<file path="src/rtl/cla_pipelined_addsub_if.sv">
// Streaming operand/result bundle for the pipelined CLA adder/subtractor.
// master drives operands and out_ready; slave is the adder.
interface cla_pipelined_addsub_if #(
    parameter int WIDTH = 64
);
    logic             in_valid;
    logic             in_ready;
    logic [WIDTH-1:0] in_a;
    logic [WIDTH-1:0] in_b;
    logic             in_cin;
    logic             in_sub;
    logic             out_valid;
    logic             out_ready;
    logic [WIDTH-1:0] out_sum;
    logic             out_cout;
    logic             out_ovf;
    logic             out_zero;

    modport master (
        output in_valid, in_a, in_b, in_cin, in_sub, out_ready,
        input  in_ready, out_valid, out_sum, out_cout, out_ovf, out_zero
    );

    modport slave (
        input  in_valid, in_a, in_b, in_cin, in_sub, out_ready,
        output in_ready, out_valid, out_sum, out_cout, out_ovf, out_zero
    );
endinterface

</file>
<file path="src/rtl/cla_pipelined_addsub.sv">
// Pipelined carry-lookahead add/sub: one SLICE-wide CLA per stage, carry registered between stages.
// The whole pipe advances as one unit and freezes while the output beat is stalled.
module cla_pipelined_addsub #(
    parameter int WIDTH = 64,
    parameter int SLICE = 16
) (
    input  logic                  clk,
    input  logic                  rst,
    cla_pipelined_addsub_if.slave bus
);
    localparam int STAGES = WIDTH / SLICE;
    localparam int NGRP   = SLICE / 4;

    // Returns {carry_out, sum}; 4-bit groups with lookahead across group carries.
    function automatic logic [SLICE:0] cla_slice(input logic [SLICE-1:0] a,
                                                 input logic [SLICE-1:0] b,
                                                 input logic             c);
        logic [SLICE-1:0] g, p;
        logic [SLICE:0]   cy;
        logic [NGRP:0]    gc;
        logic             gg, pp;
        g     = a & b;
        p     = a ^ b;
        cy    = '0;
        gc    = '0;
        gc[0] = c;
        for (int j = 0; j < NGRP; j++) begin
            gg = 1'b0;
            pp = 1'b1;
            for (int i = 0; i < 4; i++) begin
                gg = g[4*j+i] | (p[4*j+i] & gg);
                pp = pp & p[4*j+i];
            end
            gc[j+1]  = gg | (pp & gc[j]);
            cy[4*j]  = gc[j];
            for (int i = 0; i < 3; i++)
                cy[4*j+i+1] = g[4*j+i] | (p[4*j+i] & cy[4*j+i]);
        end
        cy[SLICE] = gc[NGRP];
        return {cy[SLICE], p ^ cy[SLICE-1:0]};
    endfunction

    logic             r_ov, r_cout, r_ovf, r_zero;
    logic [WIDTH-1:0] r_sum;
    logic             w_stall;

    assign w_stall       = r_ov && !bus.out_ready;
    assign bus.in_ready  = !rst && !w_stall;
    assign bus.out_valid = r_ov;
    assign bus.out_sum   = r_sum;
    assign bus.out_cout  = r_cout;
    assign bus.out_ovf   = r_ovf;
    assign bus.out_zero  = r_zero;

    // r_x starts as A and shifts right one slice per stage, with each resolved
    // sum slice entering at the top; after the last stage it holds the full sum.
    // B shrinks by one slice per stage so only unresolved bits travel forward.
    for (genvar k = 0; k < STAGES; k++) begin : g_stg
        localparam int BW = WIDTH - SLICE * k;
        logic [WIDTH-1:0] w_x, w_xn;
        logic [BW-1:0]    w_b;
        logic             w_c, w_v;
        logic [SLICE:0]   w_r;

        if (k == 0) begin : g_in
            assign w_x = bus.in_a;
            assign w_b = bus.in_sub ? ~bus.in_b : bus.in_b;
            assign w_c = bus.in_cin ^ bus.in_sub;
            assign w_v = bus.in_valid;
        end else begin : g_mid
            assign w_x = g_stg[k-1].g_reg.r_x;
            assign w_b = g_stg[k-1].g_reg.r_b;
            assign w_c = g_stg[k-1].g_reg.r_c;
            assign w_v = g_stg[k-1].g_reg.r_v;
        end

        assign w_r  = cla_slice(w_x[SLICE-1:0], w_b[SLICE-1:0], w_c);
        assign w_xn = WIDTH'({w_r[SLICE-1:0], w_x} >> SLICE);

        if (k < STAGES - 1) begin : g_reg
            logic             r_v, r_c;
            logic [WIDTH-1:0] r_x;
            logic [BW-SLICE-1:0] r_b;
            always_ff @(posedge clk) begin
                if (rst) begin
                    r_v <= 1'b0;
                end else if (!w_stall) begin
                    r_v <= w_v;
                    if (w_v) begin
                        r_x <= w_xn;
                        r_b <= w_b[BW-1:SLICE];
                        r_c <= w_r[SLICE];
                    end
                end
            end
        end else begin : g_out
            always_ff @(posedge clk) begin
                if (rst) begin
                    r_ov   <= 1'b0;
                    r_sum  <= '0;
                    r_cout <= 1'b0;
                    r_ovf  <= 1'b0;
                    r_zero <= 1'b0;
                end else if (!w_stall) begin
                    r_ov <= w_v;
                    if (w_v) begin
                        r_sum  <= w_xn;
                        r_cout <= w_r[SLICE];
                        // same-sign operands giving an opposite-sign result == carry-in(MSB) ^ carry-out
                        r_ovf  <= (w_x[SLICE-1] == w_b[SLICE-1]) && (w_r[SLICE-1] != w_x[SLICE-1]);
                        r_zero <= (w_xn == '0);
                    end
                end
            end
        end
    end
endmodule

</file>
<file path="src/flat_wrapper.sv">
// flat-port wrapper written by rule: the top's interface ports become plain ports
module cla_pipelined_addsub_flat 
#(
    parameter int WIDTH = 64,
    parameter int SLICE = 16
)
  (clk, rst, bus_in_valid, bus_in_a, bus_in_b, bus_in_cin, bus_in_sub, bus_out_ready, bus_in_ready, bus_out_valid, bus_out_sum, bus_out_cout, bus_out_ovf, bus_out_zero);
  cla_pipelined_addsub_if #(.WIDTH(WIDTH)) bus_i ();
  input  logic clk;
  input  logic rst;
  input wire logic [$bits(bus_i.in_valid)-1:0] bus_in_valid;
  input wire logic [$bits(bus_i.in_a)-1:0] bus_in_a;
  input wire logic [$bits(bus_i.in_b)-1:0] bus_in_b;
  input wire logic [$bits(bus_i.in_cin)-1:0] bus_in_cin;
  input wire logic [$bits(bus_i.in_sub)-1:0] bus_in_sub;
  input wire logic [$bits(bus_i.out_ready)-1:0] bus_out_ready;
  output wire logic [$bits(bus_i.in_ready)-1:0] bus_in_ready;
  output wire logic [$bits(bus_i.out_valid)-1:0] bus_out_valid;
  output wire logic [$bits(bus_i.out_sum)-1:0] bus_out_sum;
  output wire logic [$bits(bus_i.out_cout)-1:0] bus_out_cout;
  output wire logic [$bits(bus_i.out_ovf)-1:0] bus_out_ovf;
  output wire logic [$bits(bus_i.out_zero)-1:0] bus_out_zero;
  assign bus_i.in_valid = bus_in_valid;
  assign bus_i.in_a = bus_in_a;
  assign bus_i.in_b = bus_in_b;
  assign bus_i.in_cin = bus_in_cin;
  assign bus_i.in_sub = bus_in_sub;
  assign bus_i.out_ready = bus_out_ready;
  assign bus_in_ready = bus_i.in_ready;
  assign bus_out_valid = bus_i.out_valid;
  assign bus_out_sum = bus_i.out_sum;
  assign bus_out_cout = bus_i.out_cout;
  assign bus_out_ovf = bus_i.out_ovf;
  assign bus_out_zero = bus_i.out_zero;
  cla_pipelined_addsub #(.WIDTH(WIDTH), .SLICE(SLICE)) u_core (.clk(clk), .rst(rst), .bus(bus_i));
endmodule
</file>
<file path="config.mk">
export PLATFORM = sky130hd
export DESIGN_NAME = cla_pipelined_addsub_flat
export DESIGN_NICKNAME = d
export VERILOG_FILES = /design/src/rtl/cla_pipelined_addsub_if.sv /design/src/rtl/cla_pipelined_addsub.sv /design/src/flat_wrapper.sv
export SDC_FILE = /design/constraint.sdc
export NUM_CORES = 1
export LEC_CHECK = 0
export ABC_CLOCK_PERIOD_IN_PS = 6100
export CAP_MARGIN = 20
export CORE_MARGIN = 10
export CORE_UTILIZATION = 40
export DETAILED_ROUTE_END_ITERATION = 10
export GPL_ROUTABILITY_DRIVEN = 0
export SLEW_MARGIN = 10
export SYNTH_ARGS = -nofsm -noshare
export SYNTH_HDL_FRONTEND = slang
export SYNTH_SLANG_ARGS = --single-unit
</file>
<file path="constraint.sdc">
create_clock -name clk -period 6.1 [get_ports clk]
set_clock_uncertainty 0.2 [all_clocks]
set_input_delay 0.915 -clock clk [delete_from_list [all_inputs] [get_ports clk]]
set_output_delay 0.915 -clock clk [all_outputs]
set_load 0.05 [all_outputs]
</file>
======== Word level (Yosys, flattened, before mapping) ========
Index checks and enable logic that the tools add are counted.
cells by class
  equal/unequal tests ..................... 2
  multiplexer cells ....................... 1
  bitwise operators ....................... 288
  reduce and logical (&&, ||, !) cells .... 11
operator list
  operator             number
  1-bit bitwise AND    160
  16-bit XOR           8
  1-bit OR             112
  16-bit bitwise AND   4
  64-bit zero test     1
  64-bit 2-to-1 mux    1
  64-bit inverter      1
  3-bit AND reduction  3
  1-bit logical AND    3
  1-bit zero test      3
  1-bit inverter       2
  2-bit AND reduction  1
  1-bit equality test  1
  1-bit != test        1
  1-bit XOR            1
storage, ports and cells
  register bits after elaboration ......... 362
  input port bits ......................... 134
  output and inout port bits .............. 69
  logic and storage cells ................. 319

======== Longest topological paths before layout ========
Gate-level depths: netlist (run 1).
  depth after elaboration ................. 21
  mapped depth ............................ 13

======== Worst setup path after synthesis (run 1) ========
OpenSTA, ideal clock, no wires.
  path type ............................... input to register
  from .................................... in rst
  to ...................................... reg u_core.g_stg[0].g_reg.r_b[0], enable pin
  library setup time ...................... 0.484 ns
  arrival ................................. 4.538 ns
  data required time ...................... 5.416 ns
  path slack .............................. 0.877 ns
  stages on the path ...................... 3
  buffers on the path ..................... 1
  cells stage by stage .................... clkbuf_4 -> nor2_1 -> and2_1
between the ends
  cells in the longest elaborated chain, start to end .. 2
RTL lines
  what                           RTL line                    RTL
  start: declaration             flat_wrapper.sv:10          input logic rst;
  1-bit inverter (no line)       n/a
  3-bit AND reduction (no line)  n/a
  end signal: assignment         cla_pipelined_addsub.sv:91  r_b <= w_b[BW-1:SLICE];
  end: declaration               cla_pipelined_addsub.sv:83  logic [BW-SLICE-1:0] r_b;
Every way passes these cells.
A chain may end at the register's enable or synchronous reset.

======== Worst setup path after layout (run 1) ========
  from .................................... reg u_core.g_stg[2].g_reg.r_b[5]
  to ...................................... reg u_core.r_zero, in the netlist u_core.bus.out_zero
RTL lines
  what                         RTL line                     RTL
  start: declaration           cla_pipelined_addsub.sv:83
  start signal: assignment     cla_pipelined_addsub.sv:91
  16-bit XOR                   cla_pipelined_addsub.sv:23   p = a ^ b;
  1-bit bitwise AND            cla_pipelined_addsub.sv:31   gg = g[4*j+i] | (p[4*j+i] & gg);
  1-bit OR                     cla_pipelined_addsub.sv:31
  1-bit bitwise AND            cla_pipelined_addsub.sv:31
  1-bit OR                     cla_pipelined_addsub.sv:31
  1-bit bitwise AND            cla_pipelined_addsub.sv:31
  1-bit OR                     cla_pipelined_addsub.sv:31
  1-bit OR *                   cla_pipelined_addsub.sv:34   gc[j+1] = gg | (pp & gc[j]);
  1-bit bitwise AND *          cla_pipelined_addsub.sv:37   cy[4*j+i+1] = g[4*j+i] | (p[4*j+i] & cy[4*j+i]);
  1-bit OR *                   cla_pipelined_addsub.sv:37
  1-bit bitwise AND *          cla_pipelined_addsub.sv:37
  1-bit OR *                   cla_pipelined_addsub.sv:37
  16-bit XOR *                 cla_pipelined_addsub.sv:40   return {cy[SLICE], p ^ cy[SLICE-1:0]};
  net u_core.g_stg[3].w_r[10]  cla_pipelined_addsub.sv:63   logic [SLICE:0] w_r;
  64-bit zero test *           cla_pipelined_addsub.sv:111  r_zero <= (w_xn == '0);
  end signal: assignment       cla_pipelined_addsub.sv:111
  end: declaration             cla_pipelined_addsub.sv:43   logic r_ov, r_cout, r_ovf, r_zero;
Mark *: on every way through the listed nets, which the timed path passes. The rest lies on a longest branch.

==> reports/metrics.csv, run 1 <==
stage;metric;value;unit
run_status;status;finished, final reports clean;
clock_tree;TritonCTS clock tree;built;
layout;most common cell after layout, fill and taps aside;edfxtp_1;
critical_path;kind of critical path;register to register;
clock_tree;# resized after CTS;0;
clock_tree;Setup Fix Bufs, Post-CTS;0;
power_and_ir_drop;combinational share of power;0.080;
synthesis;Mapped Nets;1223;
sta;Final Hold Fails;0;
die;Initial Util;0.404;
drt;First-pass DRT Iterations;5;
synthesis;compound-gate portion of the synthesized area;0.0508;
grt;GRT Util Overall;0.145;
layout;most frequent cells in the layout;edfxtp_1 (291), clkdlybuf4s50_1 (200), nand2_1 (137);
critical_path;CP startpoint kind;register;
drt;wire per inst;19.1;µm
grt;largest net degree at the start of global routing;74;
drt;met3 WL post-DR;2720;µm
critical_path;crit path to;u_core.bus.out_zero;
sta;fin. max-slew vios;0;
clock_tree;buffer depth of the longest clock path;3;
critical_path;crit path launch;u_core.g_stg[2].g_reg.r_b[5];
synthesis;YS warnings;0;
power_and_ir_drop;Seq pwr share;0.507;
synthesis;Async S/R FF share, synth;0;
clock_tree;CTS sink cnt;362;
die;# rows;70;
layout;Layout Area Growth over Synthesis;25.7;%
synthesis;FF+latch count, synth;362;
sta;setup_tns;0;ns
critical_path;Crit. End Element;register;
layout;Final #Nets;1443;
die;Die Width;212;µm
synthesis;mux cell area share after synthesis;0;
synthesis;number of flops mapped to enable cells by yosys;291;
sta;f_max;0.215;GHz
synthesis;largest family of logic cells by synthesized area;adder cells;
sta;RSZ-0062 raised after global routing;no;
synthesis;Post-Syn Instances;977;
drt;uppermost routed layer;met5;
layout;share of post-route cells with drive strength above 1;0.0587;
power_and_ir_drop;switch share;0.215;
synthesis;syn avg cell area;15.0;µm²
critical_path;worst-path maximum fanout;3;
drt;routed vias/inst;4.77;
synthesis;register area share after synthesis;0.691;
layout;multi-input logic area;4200;µm²
grt;global-route wire length before repair;49800;µm
grt;initial antenna violation count;5;
layout;fill cell count;3100;
synthesis;post-synth cell types;46;
clock_tree;# hold bufs at CTS;0;
clock_tree;Root Buffer;clkbuf_16;
power_and_ir_drop;Clk network pwr share;0.413;
hold_path;Hold Crit Class;register to register;
drt;DRT iter0 DRCs;412;
clock_tree;Inserted Clock Buffers;40;
sta;worst-margin pin slew;1.04;ns
drt;WL met2;15300;µm
power_and_ir_drop;PwrDens;302;nW/µm²
run;max_cap viols;0;
sta;setup violators final;0;
layout;register area;10200;µm²
placement;DP HPWL;23100;µm
power_and_ir_drop;Leak;0.00662;µW
synthesis;simple-gate share of the synthesized area;0.0659;
synthesis;area leader, netlist;edfxtp_1;
power_and_ir_drop;NetSw;1200;µW
sta;Slew headroom;0.304;
die;die area;44800;µm²
critical_path;R2R Path Start;u_core.g_stg[2].g_reg.r_b[5];
power_and_ir_drop;cell-internal power;4380;µW
critical_path;Worst Reg-to-Reg Cells;12;
synthesis;ys flop type;edfxtp_1;
power_and_ir_drop;Worst VDD drop;180;µV
synthesis;area share of the largest cell type after synthesis;0.594;
clock_tree;Clock transition at path regs;0.06;ns
critical_path;Critical Path RT;6.33;ns
drt;# DRC;0;
drt;Post-DRT Antenna Nets;0;
critical_path;flop2flop setup slack;1.44;ns
die;Core ar.;36400;µm²
die;Die Y-Extent;212;µm
drt;M1 WL;13700;µm
grt;grt total ovfl;0;
drt;WL final;32400;µm
placement;IO buf count;202;
die;I/O pin cnt;203;
grt;vias in the first global route;8595;
synthesis;main area contributors after synthesis;edfxtp_1 (59%), dfxtp_1 (9.7%), fa_1 (6.5%);
synthesis;adder-cell area share of the yosys netlist;0.120;
critical_path;Reg2Reg Capture Point;u_core.bus.out_zero;
clock_tree;clk_lat worst skew;0.52;ns
synthesis;Mapped Area;14700;µm²
drt;total number of vias;8079;
sta;Final period util;0.764;
synthesis;Synth Area in XOR/XNOR;0.0489;
critical_path;CP arrival;4.89;ns
clock_tree;H-tree lvl count;2;
power_and_ir_drop;Tot Pwr;5580;µW
sta;Tmin final;4.66;ns
-- synthesized netlist by cell type (5+ instances only) --
library cell and number:
o21ai_0 5, inv_1 55, fa_1 48, nor2_1 17, a211oi_1 9, xnor2_1 9, ha_1 64, nor4_2 5
nand2_1 137, a21o_1 14, a21oi_1 81, dfxtp_1 71, nand4_1 10, nor2b_1 5, clkbuf_1 14, o21ai_1 6
edfxtp_1 291, buf_1 9, nor4_1 10, xor2_1 73
-- critical path: stages, from the launching register on --
cell and delay, ns:
edfxtp_1 0.43, ha_1 0.35, a21o_1 0.19, a21o_1 0.17
a221oi_1 0.48, inv_1 0.14, fa_1 0.47, fa_1 0.46
fa_1 0.50, nor4b_1 0.39, nand4_1 0.12, or4_1 0.53
a21oi_1 0.15
-- flip-flops by register name, indices dropped and copies added (netlist names) --
signal and count:
u_core.bus.out_valid 1, u_core.bus.out_cout 1, u_core.bus.out_sum 64, u_core.bus.out_ovf 1, u_core.g_stg.g_reg.r_v 3, u_core.g_stg.g_reg.r_c 3
u_core.g_stg.g_reg.r_b 96, u_core.bus.out_zero 1, u_core.g_stg.g_reg.r_x 192
-- stage by stage --
step	setup slack (ns)	util	cell area (µm²)	hold WS, ns	std cells
final	1.44	0.507	18500	0.208	1695
after global routing	1.23	0.507	18500	0.211	1694
after CTS	1.33	0.507	18500	0.204	1694
after detailed placement	1.38	0.473	17200	0.205	1623
after global placement	1.42	0.473	17200	0.200	1623
after floorplan	0.877	-	14700	0.200	977
-- cell families after synthesis --
kind of cell	count (synthesis)
and+or+nand+nor	207
buffers and inverters	85
DFF	362
adders and majority gates	112
xor gates and xnor gates	82
AOI/OAI and AO/OA	129
-- layer usage --
layer	up-vias	track usage
met5	-	0
met4	6	0.0387
met3	48	0.0510
met2	222	0.233
met1	3881	0.182
li1	3922	-
-- final cells by class --
| cell class | count | share of cell area |
|---|---|---|
| tap | 468 | 0.0317 |
| multi-input combinational | 530 | 0.227 |
| clock inverter | 18 | 0.00826 |
| antenna | 1 | 0.000135 |
| inverter | 55 | 0.0112 |
| clock buffer | 53 | 0.0596 |
| sequential | 362 | 0.550 |
| timing repair buffer | 208 | 0.112 |
-- power groups by stage --
stage | Combinational, µW | Clock, µW | Sequential, µW
2_1_floorplan | 227 | 0 | 2900
3_3_place_gp | 442 | 0 | 2880
3_5_place_dp | 454 | 0 | 2880
4_1_cts | 456 | 2370 | 2830
5_1_grt | 503 | 2470 | 2830
6_report | 446 | 2300 | 2830
-- worst min-delay path by stage --
stage,slack [ns],to,startpoint,depth (start not counted)
global placement,0.20,u_core.g_stg[2].g_reg.r_x[24],u_core.g_stg[1].g_reg.r_x[40],0
CTS,0.20,u_core.g_stg[2].g_reg.r_x[24],u_core.g_stg[1].g_reg.r_x[40],0
floorplan,0.20,u_core.g_stg[1].g_reg.r_b[0],u_core.g_stg[0].g_reg.r_b[16],0
global route,0.21,u_core.g_stg[2].g_reg.r_x[24],u_core.g_stg[1].g_reg.r_x[40],0
finish,0.21,u_core.g_stg[2].g_reg.r_b[14],u_core.g_stg[1].g_reg.r_b[30],0
detailed placement,0.20,u_core.g_stg[1].g_reg.r_b[1],u_core.g_stg[0].g_reg.r_b[17],0
Power figures use the tool's default switching activity.
==> run 2: changes to the inputs <==
ABC_CLOCK_PERIOD_IN_PS = 4600   (was 6100)
clock period = 4.6 ns   (was 6.1 ns; I/O delays follow)
==> run 2 against run 1 <==
Net effect: design area increased by 0.53%; total power grew 32%; sequential share of layout area shrank 0.29 points; clock power increased by 31%; die area did not move; sequential power grew 33%; hold slack worse by 0.0067 ns; final cell count increased by 0.29%; utilization grew 0.27 points; routed wire length down 1.7%; first-iteration DRC count is 10% lower; critical path depth is 1 higher; highest routed layer unchanged.
==> reports/metrics.csv, run 2 (synthesized netlist as in run 1, its figures left out) <==
stage;metric;value;unit
clock_tree;# hold bufs at CTS;0;
placement;IO buf count;202;
clock_tree;buffer depth of the longest clock path;3;
critical_path;CP arrival;4.59;ns
sta;worst-margin pin slew;0.837;ns
critical_path;critical path's slowest cell;or4_1;
critical_path;Top delay family on crit path;adder cells;
clock_tree;H-tree lvl count;2;
layout;Layout Area Growth over Synthesis;26.4;%
clock_tree;clk_lat worst skew;0.52;ns
critical_path;kind of critical path;register to register;
layout;multi-input logic area;4230;µm²
placement;DP HPWL;23100;µm
layout;most common cell after layout, fill and taps aside;edfxtp_1;
sta;setup violators final;0;
die;Core ar.;36400;µm²
clock_tree;Root Buffer;clkbuf_16;
drt;# DRC;0;
grt;GRT Util Overall;0.141;
critical_path;CP startpoint kind;register;
critical_path;CP peak stage delay;0.54;ns
drt;Post-DRT Antenna Nets;0;
critical_path;worst-path maximum fanout;3;
layout;Reg with most FFs;u_core.g_stg.g_reg.r_x;
critical_path;R2R Path Start;u_core.g_stg[2].g_reg.r_b[5];
grt;initial antenna violation count;2;
die;# rows;70;
drt;WL final;31800;µm
layout;fill cell count;3109;
layout;max FFs per register;192;
power_and_ir_drop;Leak;0.00666;µW
power_and_ir_drop;Worst VDD drop;230;µV
sta;Slew headroom;0.442;
power_and_ir_drop;PwrDens;396;nW/µm²
die;Die Width;212;µm
layout;ANT cells;0;
grt;global-route wire length before repair;48900;µm
grt;largest net degree at the start of global routing;82;
hold_path;hold_sp;u_core.g_stg[0].g_reg.r_x[52];
sta;Tmin final;4.34;ns
critical_path;CP bufs+invs;1;
layout;Final Cell Area;18600;µm²
layout;Final Non-Filler Cells;1700;
clock_tree;TritonCTS clock tree;built;
sta;fin. max-slew vios;0;
die;die area;44800;µm²
grt;grt total ovfl;0;
critical_path;worst path cell trace;ha_1 > a21o_1 > a21o_1 > a221oi_2 > buf_4 > o21ai_1 > fa_2 > fa_1 > fa_1 > nor4_2 > nand4_1 > or4_1 > a21oi_1;
sta;Final Hold Fails;0;
layout;share of post-route cells with drive strength above 1;0.0731;
hold_path;worst hold path cell count;0;
die;Initial Util;0.404;
run_status;status;finished, final reports clean;
die;I/O pin cnt;203;
layout;register area;10200;µm²
placement;# placed instances;1627;
clock_tree;CTS sink cnt;362;
sta;setup_tns;0;ns
hold_path;Hold Crit Class;register to register;
drt;First-pass DRT Iterations;4;
drt;DRT iter0 DRCs;371;
hold_path;sink of the worst hold path;u_core.g_stg[1].g_reg.r_x[36];
placement;Placed Area;17300;µm²
critical_path;Crit. End Element;register;
sta;Final period util;0.944;
layout;Final #Nets;1448;
critical_path;flop2flop setup slack;0.26;ns
clock_tree;Inserted Clock Buffers;40;
die;Die Y-Extent;212;µm
critical_path;Reg2Reg Capture Point;u_core.bus.out_zero;
clock_tree;Clock transition at path regs;0.06;ns
grt;vias in the first global route;8529;
layout;most frequent cells in the layout;edfxtp_1 (291), clkdlybuf4s50_1 (200), nand2_1 (137);
critical_path;Critical Path RT;4.85;ns
drt;total number of vias;8034;
sta;RSZ-0062 raised after global routing;no;
drt;wire per inst;18.7;µm
drt;routed vias/inst;4.73;
critical_path;Worst Reg-to-Reg Cells;13;
run;max_cap viols;0;
sta;f_max;0.230;GHz
power_and_ir_drop;Tot Pwr;7360;µW
-- run 2: cell count changes in the layout (fill, tap and decap cells not counted), moves of 2 or more --
cell / delta
clkbuf_1: -2
nor4_2: +2
clkinv_1: -5
clkinv_2: +5
clkbuf_8: +2
buf_4: +3
nor4_1: -2
-- run 2: layer usage --
layer | up-vias | global-route usage | wire, µm
li1 | 3944 | - | -
met1 | 3841 | 0.183 | 14100
met4 | 2 | 0.0347 | 592
met2 | 201 | 0.230 | 14900
met3 | 46 | 0.0383 | 2160
met5 | - | 0 | 13
-- run 2: metrics by stage --
stage | setup WS, ns | hold slack [ns] | utilization
floorplan | 0.352 | 0.200 | -
global placement | 0.0904 | 0.201 | 0.474
detailed placement | 0.106 | 0.205 | 0.474
CTS | 0.0714 | 0.201 | 0.509
global route | 0.0352 | 0.210 | 0.510
finish | 0.256 | 0.201 | 0.510
-- run 2: power breakdown --
part | switching (µW) | internal, µW
clock network | 1230 | 1790
logic | 318 | 272
registers | 52.1 | 3700
total | 1600 | 5760
-- run 2: how the worst max path moves through the flow --
stage,start,end,slack [ns],depth (start not counted)
2_1_floorplan,rst,u_core.g_stg[2].g_reg.r_b[0],0.35,3
4_1_cts,u_core.g_stg[2].g_reg.r_b[5],u_core.bus.out_zero,0.07,12
3_5_place_dp,u_core.g_stg[2].g_reg.r_b[5],u_core.bus.out_zero,0.11,12
5_1_grt,u_core.g_stg[2].g_reg.r_b[5],u_core.bus.out_zero,0.04,13
3_3_place_gp,u_core.g_stg[2].g_reg.r_b[5],u_core.bus.out_zero,0.09,12
6_report,u_core.g_stg[2].g_reg.r_b[5],u_core.bus.out_zero,0.26,13
-- run 2: layout make-up --
class | instances | share of cell area
inverter | 55 | 0.0111
clock buffer | 52 | 0.0590
sequential | 362 | 0.547
clock inverter | 20 | 0.00869
tap | 468 | 0.0315
timing repair buffer | 213 | 0.115
multi-input combinational | 530 | 0.228
-- run 2: repair_timing --
item / CTS / global route
setup endpoints to repair: 0 / 1
buffers inserted: 0 / 0
resized for setup: 0 / 5
==> run 3: changes to the inputs <==
ABC_CLOCK_PERIOD_IN_PS = default   (was 4600)
==> results of run 3 <==
The final DEF is identical to that of run 2; final timing and power are the same.
